## src/rtl/sdram_mux.sv

```systemverilog
// N-client SDRAM request multiplexer: arbitrates client requests onto one controller
// port and steers in-order read returns back to the issuing client through a tag FIFO.
module sdram_mux #(
   parameter int N     = 2,
   parameter int AW    = 24,
   parameter int DW    = 16,
   parameter int MODE  = 0,
   parameter int DEPTH = 4
) (
   input  logic            clk,
   input  logic            reset,
   input  logic [N-1:0]    cli_req,
   input  logic [N-1:0]    cli_we,
   input  logic [N*AW-1:0] cli_addr,
   input  logic [N*DW-1:0] cli_data,
   output logic [N-1:0]    cli_ack,
   output logic [N-1:0]    cli_rvalid,
   output logic [DW-1:0]   rdata,
   output logic            if_req,
   output logic            if_we,
   output logic [AW-1:0]   if_addr,
   output logic [DW-1:0]   if_data,
   input  logic            if_rdy,
   input  logic            if_rdy_out,
   input  logic [DW-1:0]   if_data_out,
   output logic            busy,
   output logic            err
);
   localparam int IW = (N > 1) ? $clog2(N) : 1;
   localparam int PW = $clog2(DEPTH);

   typedef enum logic {IDLE, ISSUE} state_t;

   state_t          state_q, state_d;
   logic [IW-1:0]   gnt_q, gnt_d, rr_q, rr_d;
   logic            if_req_q, if_req_d, if_we_q, if_we_d;
   logic [AW-1:0]   if_addr_q, if_addr_d;
   logic [DW-1:0]   if_data_q, if_data_d, rdata_q, rdata_d;
   logic [N-1:0]    ack_q, ack_d, rvalid_q, rvalid_d;
   logic            err_q, err_d;
   logic [IW-1:0]   tag_mem_q [DEPTH];
   logic [PW-1:0]   wr_ptr_q, wr_ptr_d, rd_ptr_q, rd_ptr_d;
   logic [PW:0]     cnt_q, cnt_d;
   logic            push, pop, full, found;
   logic [N-1:0]    elig;
   logic [IW-1:0]   idx, pick;

   assign full = (cnt_q == (PW+1)'(DEPTH));

   // Handshake: if_req/if_we/if_addr/if_data stay frozen from grant until the cycle
   // if_rdy is high; cli_req must be held until that client's one-cycle cli_ack.
   always_comb begin
      elig  = '0;
      found = 1'b0;
      pick  = '0;
      idx   = '0;
      if (ack_q == '0) elig = cli_req & (full ? cli_we : {N{1'b1}});
      for (int j = 0; j < N; j++) begin
         if (MODE == 0) idx = IW'(j);
         else           idx = IW'((int'(rr_q) + j) % N);
         if (!found && elig[idx]) begin
            found = 1'b1;
            pick  = idx;
         end
      end
   end

   always_comb begin
      state_d   = state_q;
      gnt_d     = gnt_q;
      rr_d      = rr_q;
      if_req_d  = if_req_q;
      if_we_d   = if_we_q;
      if_addr_d = if_addr_q;
      if_data_d = if_data_q;
      ack_d     = '0;
      push      = 1'b0;
      case (state_q)
         IDLE: begin
            if (found) begin
               gnt_d     = pick;
               if_req_d  = 1'b1;
               if_we_d   = cli_we[pick];
               if_addr_d = cli_addr[int'(pick)*AW +: AW];
               if_data_d = cli_data[int'(pick)*DW +: DW];
               state_d   = ISSUE;
            end
         end
         ISSUE: begin
            if (if_rdy) begin
               if_req_d     = 1'b0;
               ack_d[gnt_q] = 1'b1;
               push         = !if_we_q;
               if (MODE != 0) rr_d = (gnt_q == IW'(N-1)) ? '0 : gnt_q + IW'(1);
               state_d      = IDLE;
            end
         end
         default: state_d = IDLE;
      endcase
   end

   // Read return path; a return with no tag outstanding is dropped and flagged.
   always_comb begin
      pop      = if_rdy_out && (cnt_q != '0);
      rvalid_d = '0;
      rdata_d  = rdata_q;
      err_d    = err_q | (if_rdy_out && (cnt_q == '0));
      if (pop) begin
         rdata_d                       = if_data_out;
         rvalid_d[tag_mem_q[rd_ptr_q]] = 1'b1;
      end
      wr_ptr_d = push ? wr_ptr_q + PW'(1) : wr_ptr_q;
      rd_ptr_d = pop  ? rd_ptr_q + PW'(1) : rd_ptr_q;
      cnt_d    = cnt_q + {{PW{1'b0}}, push} - {{PW{1'b0}}, pop};
   end

   always_ff @(posedge clk) begin
      if (reset) begin
         state_q   <= IDLE;
         gnt_q     <= '0;
         rr_q      <= '0;
         if_req_q  <= 1'b0;
         if_we_q   <= 1'b0;
         if_addr_q <= '0;
         if_data_q <= '0;
         ack_q     <= '0;
         rvalid_q  <= '0;
         rdata_q   <= '0;
         err_q     <= 1'b0;
         wr_ptr_q  <= '0;
         rd_ptr_q  <= '0;
         cnt_q     <= '0;
      end else begin
         state_q   <= state_d;
         gnt_q     <= gnt_d;
         rr_q      <= rr_d;
         if_req_q  <= if_req_d;
         if_we_q   <= if_we_d;
         if_addr_q <= if_addr_d;
         if_data_q <= if_data_d;
         ack_q     <= ack_d;
         rvalid_q  <= rvalid_d;
         rdata_q   <= rdata_d;
         err_q     <= err_d;
         wr_ptr_q  <= wr_ptr_d;
         rd_ptr_q  <= rd_ptr_d;
         cnt_q     <= cnt_d;
      end
   end

   always_ff @(posedge clk) begin
      if (push) tag_mem_q[wr_ptr_q] <= gnt_q;
   end

   assign cli_ack    = ack_q;
   assign cli_rvalid = rvalid_q;
   assign rdata      = rdata_q;
   assign if_req     = if_req_q;
   assign if_we      = if_we_q;
   assign if_addr    = if_addr_q;
   assign if_data    = if_data_q;
   assign busy       = (state_q == ISSUE);
   assign err        = err_q;

endmodule

```

## config.mk

```make
export PLATFORM = sky130hd
export DESIGN_NAME = sdram_mux
export DESIGN_NICKNAME = d
export VERILOG_FILES = /design/src/rtl/sdram_mux.sv
export SDC_FILE = /design/constraint.sdc
export NUM_CORES = 1
export LEC_CHECK = 0
export BUFFER_PORTS_ARGS = -buffer_cell sky130_fd_sc_hd__buf_4
export CORE_MARGIN = 5
export CORE_UTILIZATION = 30
export CTS_CLUSTER_SIZE = 16
export DETAILED_ROUTE_END_ITERATION = 12
export GPL_TIMING_DRIVEN = 0
export SYNTH_ARGS = -nofsm -noshare
export SYNTH_HDL_FRONTEND = slang
export SYNTH_SLANG_ARGS = --single-unit
```

## constraint.sdc

```tcl
create_clock -name clk -period 2.9 [get_ports clk]
set_input_delay 0.29 -clock clk [delete_from_list [all_inputs] [get_ports clk]]
set_output_delay 0.29 -clock clk [all_outputs]
set_load 0.1 [all_outputs]
```

; ---- Word-level counts from Yosys, hierarchy flattened
; Memory sizes are Yosys's and may differ from the RTL's. A register that Yosys moved wholly into a read port is not among the register bits.
; Index checks and enable logic that the tools add are counted.
[op_classes]
n_addsub = 4
multipliers = 1
magnitude_cmp = 5
n_eq_ne = 3
n_shift = 2
n_mux = 23
bitwise = 5
reduce_logical = 14
[op_table]
columns = op, count
row1 = $shiftx 48x7->24, 1
row2 = $shiftx 32x6->16, 1
row3 = $mux 1, 15
row4 = $mux 2, 4
row5 = $lt 1x2->1 const B, 3
row6 = $logic_and 1x1->1, 5
row7 = $add 2x1->2 const B, 2
row8 = $ne 2x2->1 const B, 2
row9 = $pmux 1 s2, 2
row10 = $reduce_and 2->1, 2
row11 = $add 3x1->3, 1
row12 = $eq 3x3->1 const B, 1
row13 = $logic_not 3->1, 1
row14 = $mul 1x2->3 const B, 1
row15 = $not 1->1, 3
row16 = $reduce_bool 3->1, 1
row17 = $reduce_or 3->1, 1
row18 = $sub 3x1->3, 1
row19 = $and 2x2->2, 1
row20 = $demux 1 s1, 2
row21 = $ge 1x1->1 const B, 2
row22 = $logic_not 1->1, 2
row23 = $logic_not 2->1, 1
row24 = $reduce_or 2->1, 1
row25 = $or 1x1->1, 1
[totals]
regBits = 72
ramBits = 4
out_inout_bits = 64
word_cells = 71
mem_count = 1
[memory_table]
columns = memory, depth, word_bits, rd, rd_ports_with_merged_regs, write_ports, line
row1 = tag_mem_q, 4, 1, 1, 1, 1, 41  ; logic [IW-1:0] tag_mem_q [DEPTH];

; ---- Logic depth before layout (Yosys ltp)
[depth]
ltp_word = 10
depth_mapped = 11
depth_no_buf = 9

; ---- Worst setup path after synthesis
; Ideal clock, no wire load.
[synth_timing]
path_type = register -> register
from = register state_q (netlist: busy)
to = register cnt_q[2]
arrival_ns = 2.583
required_time_ns = 2.772
slack_ns = 0.189
path_stages_with_launch = 9
n_path_buf = 0
synth_period_minus_slack_ns = 2.711
cell_sequence = dfxtp_1 > nand2_1 > o21ai_0 > nand2_1 > ha_1 > fa_1 > xnor2_1 > xnor2_1 > nor2_1
[synth_between]
elab_chain_cells = 3
[synth_lines]
columns = element, line
row1 = start: declaration, 34  ; state_t state_q, state_d;
row2 = start signal: assignment, 134  ; state_q <= state_d;
row3 = $mux 1, 78  ; case (state_q)
row4 = $add 3x1->3, 114  ; cnt_d = cnt_q + {{PW{1'b0}}, push} - {{PW{1'b0}}, pop};
row5 = $sub 3x1->3, 114
row6 = end signal: assignment, 147  ; cnt_q <= cnt_d;
row7 = end: declaration, 43  ; logic [PW:0] cnt_q, cnt_d;
; Every way passes these cells.
; A chain may end at the register's enable or synchronous reset.

; ---- Worst setup path in the final report
[layout_timing]
from = register cnt_q[1]
to = register cnt_q[2]
[layout_between]
elab_chain_cells = 3
word_cells_on_any_way = 4
[layout_lines]
columns = element, line
row1 = branches (longest 2 deep; another with $add 3x1->3), -
row2 = $sub 3x1->3 (*), 114
; Mark *: on every way between the ends.

==> out/metrics.cfg <==
[timing]
fin_setup_tns_ns=0
post-route-min-period_ns=2.375
slew_headroom=0.4903
fmax_mhz=421.0
finalHoldViolations=0
rsz0062_at_grt=false
period_share=0.8191
setup_viol=0
worst-slew-pin-transition_ns=0.7645
drv_slew=0
fin_skew_ns=0.003603

[hold_path]
hp-class=input port to register
hold_start=reset
hold_depth=2
holdPathEnd=if_addr[10]

[floorplan]
die_y_um=125.7
start_util=0.3045
chipWidth_um=125.7
rows=42
boundaryPins=168
core_um2=13190
die-area_um2=15800

[cts]
post_cts_buffers=0
cts.sinks=78
cts_htree_levels=3
cts_inserted_buffers=9
cts_resized=0
clk_pin_slew_ns=0.06
hold_buffers=0
cts_root_buf=clkbuf_16
cts_tree=built
cts_max_path_buffers=2
clock_insertion_delay_worst_skew_ns=0.33

[grt]
grt.overflow.total=0
antenna_found_initial=0
grt_max_degree=13
grt_pass1_vias=3422
grt_pass1_wl_mm=17.73
grt.total_usage=0.1389

[power_and_ir_drop]
netSwitchingFraction=0.4844
vdd_drop_max_mv=0.5076
pwr-share-comb=0.531
p_leak_nw=2.543
power.density_nw_per_um2=902.8
p_int_mw=2.668
p_total_mw=5.176
p_switching_mw=2.507
p_clk_frac=0.192
seq_power_share=0.278

[worst_setup_path]
path_class=register to register
worstReg2RegEnd=cnt_q[2]
rrSetupSlack_ns=0.52
r2r_cells=9
cp-start-kind=register
cp_max_fo=10
worstSetupEndpointType=register
crit_start=cnt_q[1]
r2r-start=cnt_q[1]
arrival_ns=2.58
required_ns=3.11

[routing]
drt_wl_total_mm=11.41
final_antenna_net_count=0
via_per_inst=4.602
drc=0
detail_route.wl_per_cell_um=15.38
vias=3415
drt_iter0_markers=99
first_pass_iters=6

[logic_synthesis]
netlist_area_um2=4016
yosys.area.top_type=dfxtp_1
yosys_warnings=0
synth_cell_types=42
avgSynthCellArea_um2=10.43
synth_cells=385
yosysTopAreaCellShare=0.3688
synthTopCellsByArea=dfxtp_1, a221oi_2, mux2i_1
syn_nets=495
ys_seq_area_frac=0.3988
ys_seq_elements=78

[run]
maxCapViolations=0

[finish]
multiInputGateArea_um2=1922
fillers=1259
nets=671
area_growth_pct=42.74
drive_above_1_share=0.4258
antenna_cells=0
ff_latch_area_um2=1602

[status]
outcome=complete, no violations

[place]
numPortBuffers=165
hpwlAfterDp_mm=8.923
place_congestion=0.7966

[cell families after synthesis]
family                     synth area share
and+or+nand+nor                      0.1502
buffers and inverters                0.1227
DFF                                  0.3988
AOI/OAI and AO/OA                    0.1916
muxes                                0.1053
adders and majority gates           0.02056
xor gates and xnor gates            0.01090
[layout by cell type, fill, tap and decap left out, types with 5 or more instances in the layout]
cell / synthesis / final
a21oi_1: 21 / 21
a221oi_2: 39 / 39
buf_2: 5 / 5
buf_4: 1 / 166
clkbuf_1: 11 / 12
clkbuf_16: 0 / 9
dfxtp_1: 74 / 74
ha_1: 5 / 5
inv_1: 45 / 45
mux2i_1: 40 / 40
nand2_1: 39 / 39
nand3b_1: 40 / 40
nor2_1: 9 / 9
[power by group through the flow]
stage / Sequential (mW) / Clock, mW / Combinational (mW)
2_1_floorplan: 2.67 / 0 / 0.946
3_3_place_gp: 1.45 / 0 / 2.74
3_5_place_dp: 1.46 / 0 / 2.77
4_1_cts: 1.44 / 1.02 / 2.77
5_1_grt: 1.46 / 1.06 / 2.89
6_report: 1.44 / 0.992 / 2.75
[stage by stage]
stage | std cells | hold WS [ns] | cell area (um^2) | utilization | worst slack [ns]
final | 742 | 0.1970 | 5733 | 0.4346 | 0.5247
after global routing | 742 | 0.1897 | 5733 | 0.4346 | 0.3288
after CTS | 742 | 0.1847 | 5733 | 0.4346 | 0.4896
after detailed placement | 726 | 0.4497 | 5475 | 0.4151 | 0.4997
after global placement | 726 | 0.4443 | 5475 | 0.4151 | 0.5209
after floorplan | 385 | 0.4260 | 4016 | - | 0.1893
[how the worst max path moves through the flow]
| stage | to | slack (ns) | cells after the start |
|---|---|---|---|
| 6_report | cnt_q[2] | 0.52 | 9 |
| 4_1_cts | cnt_q[2] | 0.49 | 9 |
| 3_5_place_dp | cnt_q[2] | 0.50 | 9 |
| 2_1_floorplan | cnt_q[2] | 0.19 | 8 |
| 5_1_grt | cnt_q[2] | 0.33 | 9 |
| 3_3_place_gp | cnt_q[2] | 0.52 | 9 |
[final cells by class]
type	instances	area share
plain buffers	35	0.05653
clock buffers	10	0.03994
clock inverters	6	0.005020
inverters	45	0.02946
multi-input cells	227	0.3352
flip-flops and latches	78	0.2794
well taps	176	0.03841
repair buffers	165	0.2161
[synth_stat cells]
library cell and number:
a21bo_1 1, a21oi_1 21, a221oi_1 1, a221oi_2 39, a22o_1 1, a31o_2 1, a31oi_1 1, and2_1 4
buf_1 1, buf_12 4, buf_2 5, buf_4 1, buf_6 1, buf_8 4, clkbuf_1 11, clkbuf_8 4
dfxtp_1 74, dlygate4sd1_1 2, dlygate4sd3_1 1, dlymetal6s4s_1 1, edfxtp_1 4, fa_1 1, ha_1 5, inv_1 45
mux2i_1 40, mux4_2 1, nand2_1 39, nand2b_1 2, nand3b_1 40, nor2_1 9, nor2b_1 2, nor3_1 4
nor3_2 1, nor3b_1 2, nor4_1 1, o21ai_0 2, o21ai_4 1, o31a_2 1, or3b_4 1, or4b_1 1
xnor2_1 4, xor2_1 1
[worst max-delay path: stages, from the launching register on]
cell	delay (ns)
dfxtp_1	0.36
o31a_2	0.35
clkbuf_1	0.26
o21ai_0	0.23
nand2_1	0.09
ha_1	0.20
fa_1	0.38
xnor2_1	0.19
xnor2_1	0.13
nor2_1	0.05
[sequential cells by signal (all words and copies together) (netlist names), named ones only]
name and count:
rdata 16, cli_ack 2, if_addr 24, tag_mem_q 4
cli_rvalid 2, err 1, if_data 16, if_we 1
rd_ptr_q 2, if_req 1, cnt_q 3, busy 1
gnt_q 1, wr_ptr_q 2
[per-layer routing]
| layer | vias up | part of all wire | GRT usage |
|---|---|---|---|
| met5 | - | 0 | 0 |
| met4 | 0 | 0.010 | 0.04209 |
| met3 | 9 | 0.087 | 0.04445 |
| met2 | 123 | 0.46 | 0.2269 |
| met1 | 1581 | 0.44 | 0.1754 |
| li1 | 1702 | - | - |
No activity file was read; power rests on OpenSTA's default activity.
